==> config.mk <==
export PLATFORM = sky130hd
export DESIGN_NAME = nmr_bstrm_gen
export DESIGN_NICKNAME = d
export VERILOG_FILES = /design/src/rtl/nmr_bstrm_pkg.sv /design/src/rtl/nmr_bstrm_bitclk.sv /design/src/rtl/nmr_bstrm_gen.sv
export SDC_FILE = /design/constraint.sdc
export NUM_CORES = 1
export LEC_CHECK = 0
export CELL_PAD_IN_SITES_DETAIL_PLACEMENT = 0
export CELL_PAD_IN_SITES_GLOBAL_PLACEMENT = 1
export CORE_ASPECT_RATIO = 1.5
export CORE_MARGIN = 2
export CORE_UTILIZATION = 30
export CTS_CLUSTER_DIAMETER = 100
export CTS_CLUSTER_SIZE = 10
export DETAILED_ROUTE_END_ITERATION = 8
export HOLD_SLACK_MARGIN = 0.02
export PLACE_DENSITY = 0.74
export SYNTH_ARGS = -nofsm -noshare
export SYNTH_HDL_FRONTEND = slang
export SYNTH_SLANG_ARGS = --single-unit
==> constraint.sdc <==
create_clock -name CLK -period 2.7 [get_ports CLK]
set_input_delay 0.54 -clock CLK [delete_from_list [all_inputs] [get_ports CLK]]
set_output_delay 0.54 -clock CLK [all_outputs]
set_load 0.01 [all_outputs]
==> src/rtl/nmr_bstrm_pkg.sv <==
// ----------------------------------------------------------------------------
// nmr_bstrm_pkg : shared types and mode decode for the NMR bitstream generator
// Revision      : 1.0
// ----------------------------------------------------------------------------
`default_nettype none

package nmr_bstrm_pkg;

  localparam int DEF_DATA_WIDTH = 120;
  localparam int DEF_LEN_WIDTH  = 8;
  localparam int PAT_MAX_LEN    = DEF_DATA_WIDTH - DEF_LEN_WIDTH;

  typedef enum logic [1:0] {
    IDLE = 2'd0,
    RUN  = 2'd1,
    DONE = 2'd2
  } state_t;

  typedef enum logic [1:0] {
    PAT   = 2'd0,
    ONES  = 2'd1,
    ZEROS = 2'd2,
    HOLD  = 2'd3
  } mode_t;

  // Pattern wins over all_1s, which wins over all_0s; no flag means a delay.
  function automatic mode_t decode_mode(input logic pat, input logic ones,
                                        input logic zeros);
    if (pat)   return PAT;
    if (ones)  return ONES;
    if (zeros) return ZEROS;
    return HOLD;
  endfunction

endpackage

`default_nettype wire

==> src/rtl/nmr_bstrm_bitclk.sv <==
// ----------------------------------------------------------------------------
// nmr_bstrm_bitclk : CLK_PER_BIT prescaler producing a bit-advance strobe
// Revision         : 1.0
// ----------------------------------------------------------------------------
`default_nettype none

module nmr_bstrm_bitclk #(
  parameter int CLK_PER_BIT = 1
) (
  input  logic clk,
  input  logic rst_n,
  input  logic restart,
  input  logic run,
  output logic tick
);

  generate
    if (CLK_PER_BIT <= 1) begin : g_div1
      logic unused_div1;
      assign unused_div1 = ^{clk, rst_n, restart};
      assign tick        = run;
    end else begin : g_divn
      localparam int PW = $clog2(CLK_PER_BIT);
      localparam logic [PW-1:0] LAST = PW'(CLK_PER_BIT - 1);

      logic [PW-1:0] cnt;

      always_ff @(posedge clk or negedge rst_n) begin
        if (!rst_n) begin
          cnt <= '0;
        end else if (restart) begin
          cnt <= '0;
        end else if (run) begin
          cnt <= (cnt == LAST) ? '0 : cnt + PW'(1);
        end
      end

      assign tick = run && (cnt == LAST);
    end
  endgenerate

endmodule

`default_nettype wire

==> src/rtl/nmr_bstrm_gen.sv <==
// ----------------------------------------------------------------------------
// nmr_bstrm_gen : serialises one decoded command onto the NMR control line
// Optional macro NMR_BSTRM_GEN_DIFF_EN adds the complementary output BSTRM_OUT_N
// Revision      : 1.0
// ----------------------------------------------------------------------------
`default_nettype none

module nmr_bstrm_gen
  import nmr_bstrm_pkg::*;
#(
  parameter int   DATA_WIDTH  = DEF_DATA_WIDTH,
  parameter int   CNT_WIDTH   = 32,
  parameter int   LEN_WIDTH   = DEF_LEN_WIDTH,
  parameter int   CLK_PER_BIT = 1,
  parameter logic IDLE_LVL    = 1'b0
) (
  input  logic                  CLK,
  input  logic                  RST,
  input  logic                  BST_START,
  output logic                  BST_DONE,
  input  logic [DATA_WIDTH-1:0] in_data_reg,
  input  logic                  in_seq_end_reg,
  input  logic                  in_pattern_mode_reg,
  input  logic                  in_all_1s_mode_reg,
  input  logic                  in_all_0s_mode_reg,
  output logic                  BSTRM_OUT,
  output logic                  BUSY,
  output logic                  SEQ_DONE
`ifdef NMR_BSTRM_GEN_DIFF_EN
  ,
  output logic                  BSTRM_OUT_N
`endif
);

  localparam int PAT_MAX = DATA_WIDTH - LEN_WIDTH;
  localparam int BW      = (CNT_WIDTH > LEN_WIDTH) ? CNT_WIDTH : LEN_WIDTH;
  localparam logic [BW-1:0] PAT_MAX_BW = BW'(PAT_MAX);

  state_t               state;
  mode_t                mode;
  logic                 seq_end;
  logic [PAT_MAX-1:0]   shreg;
  logic [BW-1:0]        remaining;

  logic                 accept;
  logic                 tick;
  mode_t                mode_in;
  logic [BW-1:0]        len_in;
  logic [BW-1:0]        count_in;
  logic                 first_bit;
  logic                 next_bit;
  logic                 out_next;

  assign accept  = (state == IDLE) && BST_START;
  assign mode_in = decode_mode(in_pattern_mode_reg, in_all_1s_mode_reg,
                               in_all_0s_mode_reg);

  always_comb begin
    len_in = BW'(in_data_reg[DATA_WIDTH-1 -: LEN_WIDTH]);
    if (len_in > PAT_MAX_BW) len_in = PAT_MAX_BW;
    count_in = (mode_in == PAT) ? len_in : BW'(in_data_reg[CNT_WIDTH-1:0]);

    case (mode_in)
      PAT:     first_bit = in_data_reg[0];
      ONES:    first_bit = 1'b1;
      ZEROS:   first_bit = 1'b0;
      default: first_bit = BSTRM_OUT;
    endcase

    case (mode)
      PAT:     next_bit = shreg[0];
      ONES:    next_bit = 1'b1;
      ZEROS:   next_bit = 1'b0;
      default: next_bit = BSTRM_OUT;
    endcase
  end

  // Level the serial line takes at the coming edge; shared by both polarities
  // so the differential pair never skews.
  always_comb begin
    out_next = BSTRM_OUT;
    case (state)
      IDLE: begin
        if (BST_START) begin
          if (count_in == '0) out_next = in_seq_end_reg ? IDLE_LVL : BSTRM_OUT;
          else                out_next = first_bit;
        end
      end
      RUN: begin
        if (tick) begin
          if (remaining == BW'(1)) out_next = seq_end ? IDLE_LVL : BSTRM_OUT;
          else                     out_next = next_bit;
        end
      end
      default: out_next = BSTRM_OUT;
    endcase
  end

  nmr_bstrm_bitclk #(
    .CLK_PER_BIT (CLK_PER_BIT)
  ) u_bitclk (
    .clk     (CLK),
    .rst_n   (RST),
    .restart (accept),
    .run     (state == RUN),
    .tick    (tick)
  );

  always_ff @(posedge CLK or negedge RST) begin
    if (!RST) begin
      state     <= IDLE;
      mode      <= HOLD;
      seq_end   <= 1'b0;
      shreg     <= '0;
      remaining <= '0;
      BSTRM_OUT <= IDLE_LVL;
      BUSY      <= 1'b0;
      BST_DONE  <= 1'b0;
      SEQ_DONE  <= 1'b0;
    end else begin
      BSTRM_OUT <= out_next;
      BST_DONE  <= 1'b0;
      SEQ_DONE  <= 1'b0;
      case (state)
        IDLE: begin
          if (BST_START) begin
            mode      <= mode_in;
            seq_end   <= in_seq_end_reg;
            shreg     <= in_data_reg[PAT_MAX-1:0] >> 1;
            remaining <= count_in;
            BUSY      <= 1'b1;
            if (count_in == '0) begin
              state    <= DONE;
              BST_DONE <= 1'b1;
              SEQ_DONE <= in_seq_end_reg;
            end else begin
              state <= RUN;
            end
          end
        end
        RUN: begin
          if (tick) begin
            if (remaining == BW'(1)) begin
              state     <= DONE;
              remaining <= '0;
              BST_DONE  <= 1'b1;
              SEQ_DONE  <= seq_end;
            end else begin
              remaining <= remaining - BW'(1);
              shreg     <= shreg >> 1;
            end
          end
        end
        DONE: begin
          state <= IDLE;
          BUSY  <= 1'b0;
        end
        default: begin
          state <= IDLE;
          BUSY  <= 1'b0;
        end
      endcase
    end
  end

`ifdef NMR_BSTRM_GEN_DIFF_EN
  always_ff @(posedge CLK or negedge RST) begin
    if (!RST) BSTRM_OUT_N <= ~IDLE_LVL;
    else      BSTRM_OUT_N <= ~out_next;
  end
`endif

endmodule

`default_nettype wire

==> flow_summary_export.csv <==
group,metric,value,unit
placement,gp_congestion,0.849,
drt,drt-pass1-iter-count,5,
yosys,synth-compound-area-share,0.201,
critical_path,rr_startpoint,"remaining[10]",
clock_tree,postCtsSetupBuffers,0,
layout,layout_commonest_cell,"nand2_1",
yosys,synth_top_family_by_area,"simple AND/OR/NAND/NOR gates",
placement,dp_hpwl,15800,um
sta,setup_ws,0.198,ns
placement,placedCellCount,1389,
floorplan,start_util,0.303,
yosys,yosys.area_share.simple,0.251,
drt,dr_total_vias,7273,
clock_tree,clk-insertion-delay-late,0.43,ns
global_route,grt-ovfl-total,0,
sta,hold_slack,0.0767,ns
global_route,track_usage,0.173,
sta,setup_viol,0,
critical_path,reg2reg_depth,6,
drt,ant_nets,0,
yosys,synth_fa_ha_area_frac,0.00808,
yosys,synth-edff-count,0,
job,maxCapViolCount,0,
sta,fin_crit,2.50,ns
layout,fin_cells,1421,
yosys,avgSynthCellArea,8.35,um2
yosys,synth.distinct_cells,64,
outcome,status,"completed",
yosys,yosys-mux-area-fraction,0.00420,
sta,hold_violations,0,
sta,finClkSkew,0.00939,ns
clock_tree,ctsLongestPathBuffers,2,
clock_tree,cts_tree,"built",
critical_path,cp.arrival,2.82,ns
power,max-vdd-ir-drop,0.000470,V
placement,portBuffers,130,
global_route,gr-usage-met3,0.0301,
sta,final_max_slew_viol_count,0,
floorplan,die_h,201,um
floorplan,design.core.area,0.0256,mm2
critical_path,critPathKind,"flip-flop to flip-flop",
clock_tree,cts_buffers,17,
clock_tree,root_buffer,"clkbuf_16",
critical_path,reg2reg_slack,0.20,ns
yosys,syn-num-nets,1060,
critical_path,cp.required,3.01,ns
clock_tree,cts_hold_buf,0,
drt,drc,0,
yosys,synthArstFlopShare,1.00,
layout,nets,1207,
floorplan,row_count,72,
yosys,synth_area,0.00775,mm2
yosys,yosys_warnings,0,
sta,fin_crit_sh,0.927,
global_route,grt_pass1_wl,37600,um
yosys,synth_xor_area_frac,0,
yosys,netlist_instances,928,
global_route,grtUsageMet2,0.301,
global_route,grt_pass1_vias,7219,
floorplan,dieArea,0.0271,mm2
floorplan,fp.dieW,135,um
yosys,ys_seq_elements,152,
clock_tree,clkSlewWorstSetupHoldPaths,0.07,ns
layout,drive_gt1_frac,0.110,
sta,worst_pin_slew,0.639,ns
global_route,grt_start_max_net_pins,123,
drt,avgRoutedWirePerCell,16.1,um
global_route,gr-usage-met1,0.220,
floorplan,io_pins,131,
global_route,grt_busiest_layer,"met2",
drt,wl,22900,um
power,powerDensity,615,mW/mm2
critical_path,path_max_fanout,4,
min_path,hold_path.class,"primary input to async pin",
layout,diodes,0,
layout,utilization,0.402,
clock_tree,h-tree-depth,4,
placement,dp_slack,-0.0596,ns
clock_tree,cts_resized,0,
yosys,ys.flop_type,"dfrtp_1",
critical_path,r2r_end,"BSTRM_OUT",
critical_path,start_kind,"flip-flop",
sta,max_clock_freq,400,MHz
global_route,antenna_found_initial,0,
clock_tree,clock_sinks,152,
sta,slew_headroom,0.573,
yosys,ys_seq_area_frac,0.491,
layout,layout.cells.most_common_list,"nand2_1 (241), dfrtp_1 (150), nor2_1 (131)",
sta,rsz0062_at_grt,"false",
critical_path,critPathCaptureType,"flip-flop",
drt,drt_iter0_markers,485,
layout,fill_cells,2652,
drt,vias_per_cell,5.12,
layout,syn_to_final_growth,32.7,%
power,power.leakage,4.30,nW
kinds of logic (layout without fill, tap and decap cells):
group,after synthesis,after routing
adders and majority gates,5,5
muxes,3,3
buffers and inverters,83,243
and+or+nand+nor,449,449
AOI/OAI and AO/OA,236,236
DFF,152,152
critical path: stages, from the launching register on:
cell and delay, ns:
dfrtp_1 0.43, nor4_4 0.43, nand4_1 0.17, nor3_1 0.23, mux2_2 0.38, a2111oi_1 0.38, mux2_2 0.38
Yosys cell counts (all sizes together), types with 4 or more instances:
master	instances	area, um2
nand4	4	25.0
buf	27	139
o311ai	4	35.0
dfrtp	150	3750
ha	5	62.6
clkbuf	40	150
o2bb2ai	8	70.1
nor2	132	498
nand2	243	917
nor3	22	131
inv	16	60.1
o2bb2a	4	40.0
a32oi	6	52.6
a31oi	112	707
a22oi	8	60.1
nor4	18	164
or3	6	42.5
nand2b	4	25.0
a21oi	16	80.1
o21ai	42	218
o22ai	9	56.3
a22o	6	52.6
nand3	7	40.0
metrics by stage:
stage	setup TNS [ns]	total power (W)	cell area, um2
detailed placement	-0.0596	0.00416	9740
CTS	0	0.00639	10300
floorplan	0	0.00358	7750
finish	0	0.00633	10300
global placement	-0.0115	0.00413	9740
global route	0	0.00669	10300
power by group:
group | total (W) | leakage [nW] | switching, W | internal (W)
registers | 0.00299 | 1.76 | 0.000320 | 0.00267
logic | 0.00114 | 2.27 | 0.000518 | 0.000617
clock network | 0.00220 | 0.263 | 0.000976 | 0.00122
total | 0.00633 | 4.30 | 0.00181 | 0.00451
registers in the layout, indices dropped and copies added, names as in the netlist:
register,cells
state,2
BST_DONE,1
shreg,111
seq_end,1
mode,2
remaining,32
BSTRM_OUT,1
BUSY,1
SEQ_DONE,1
layer usage:
metal	wire [um]	vias to the layer above
li1	-	3560
met1	9970	3542
met2	11800	159
met3	879	12
met4	231	0
met5	0	-
area by class of cell:
class / instances / area, um2 / area share
Tap cell: 333 / 417 / 0.0405
Sequential cell: 152 / 3810 / 0.370
Multi-Input combinational cell: 693 / 3620 / 0.352
Timing Repair Buffer: 195 / 1840 / 0.179
Inverter: 16 / 60.1 / 0.00584
Clock inverter: 11 / 75.1 / 0.00730
Clock buffer: 21 / 460 / 0.0448
worst max path at each step:
stage | start | end | slack, ns | depth (start not counted)
after floorplan | remaining[1] | BSTRM_OUT | 0.20 | 8
after global placement | in_data_reg[20] | BSTRM_OUT | -0.01 | 7
after detailed placement | in_data_reg[20] | BSTRM_OUT | -0.06 | 7
after CTS | remaining[1] | BSTRM_OUT | 0.07 | 8
after global routing | remaining[1] | BSTRM_OUT | 0.05 | 8
final | remaining[10] | BSTRM_OUT | 0.20 | 6
No activity file was read; power rests on OpenSTA's default activity.
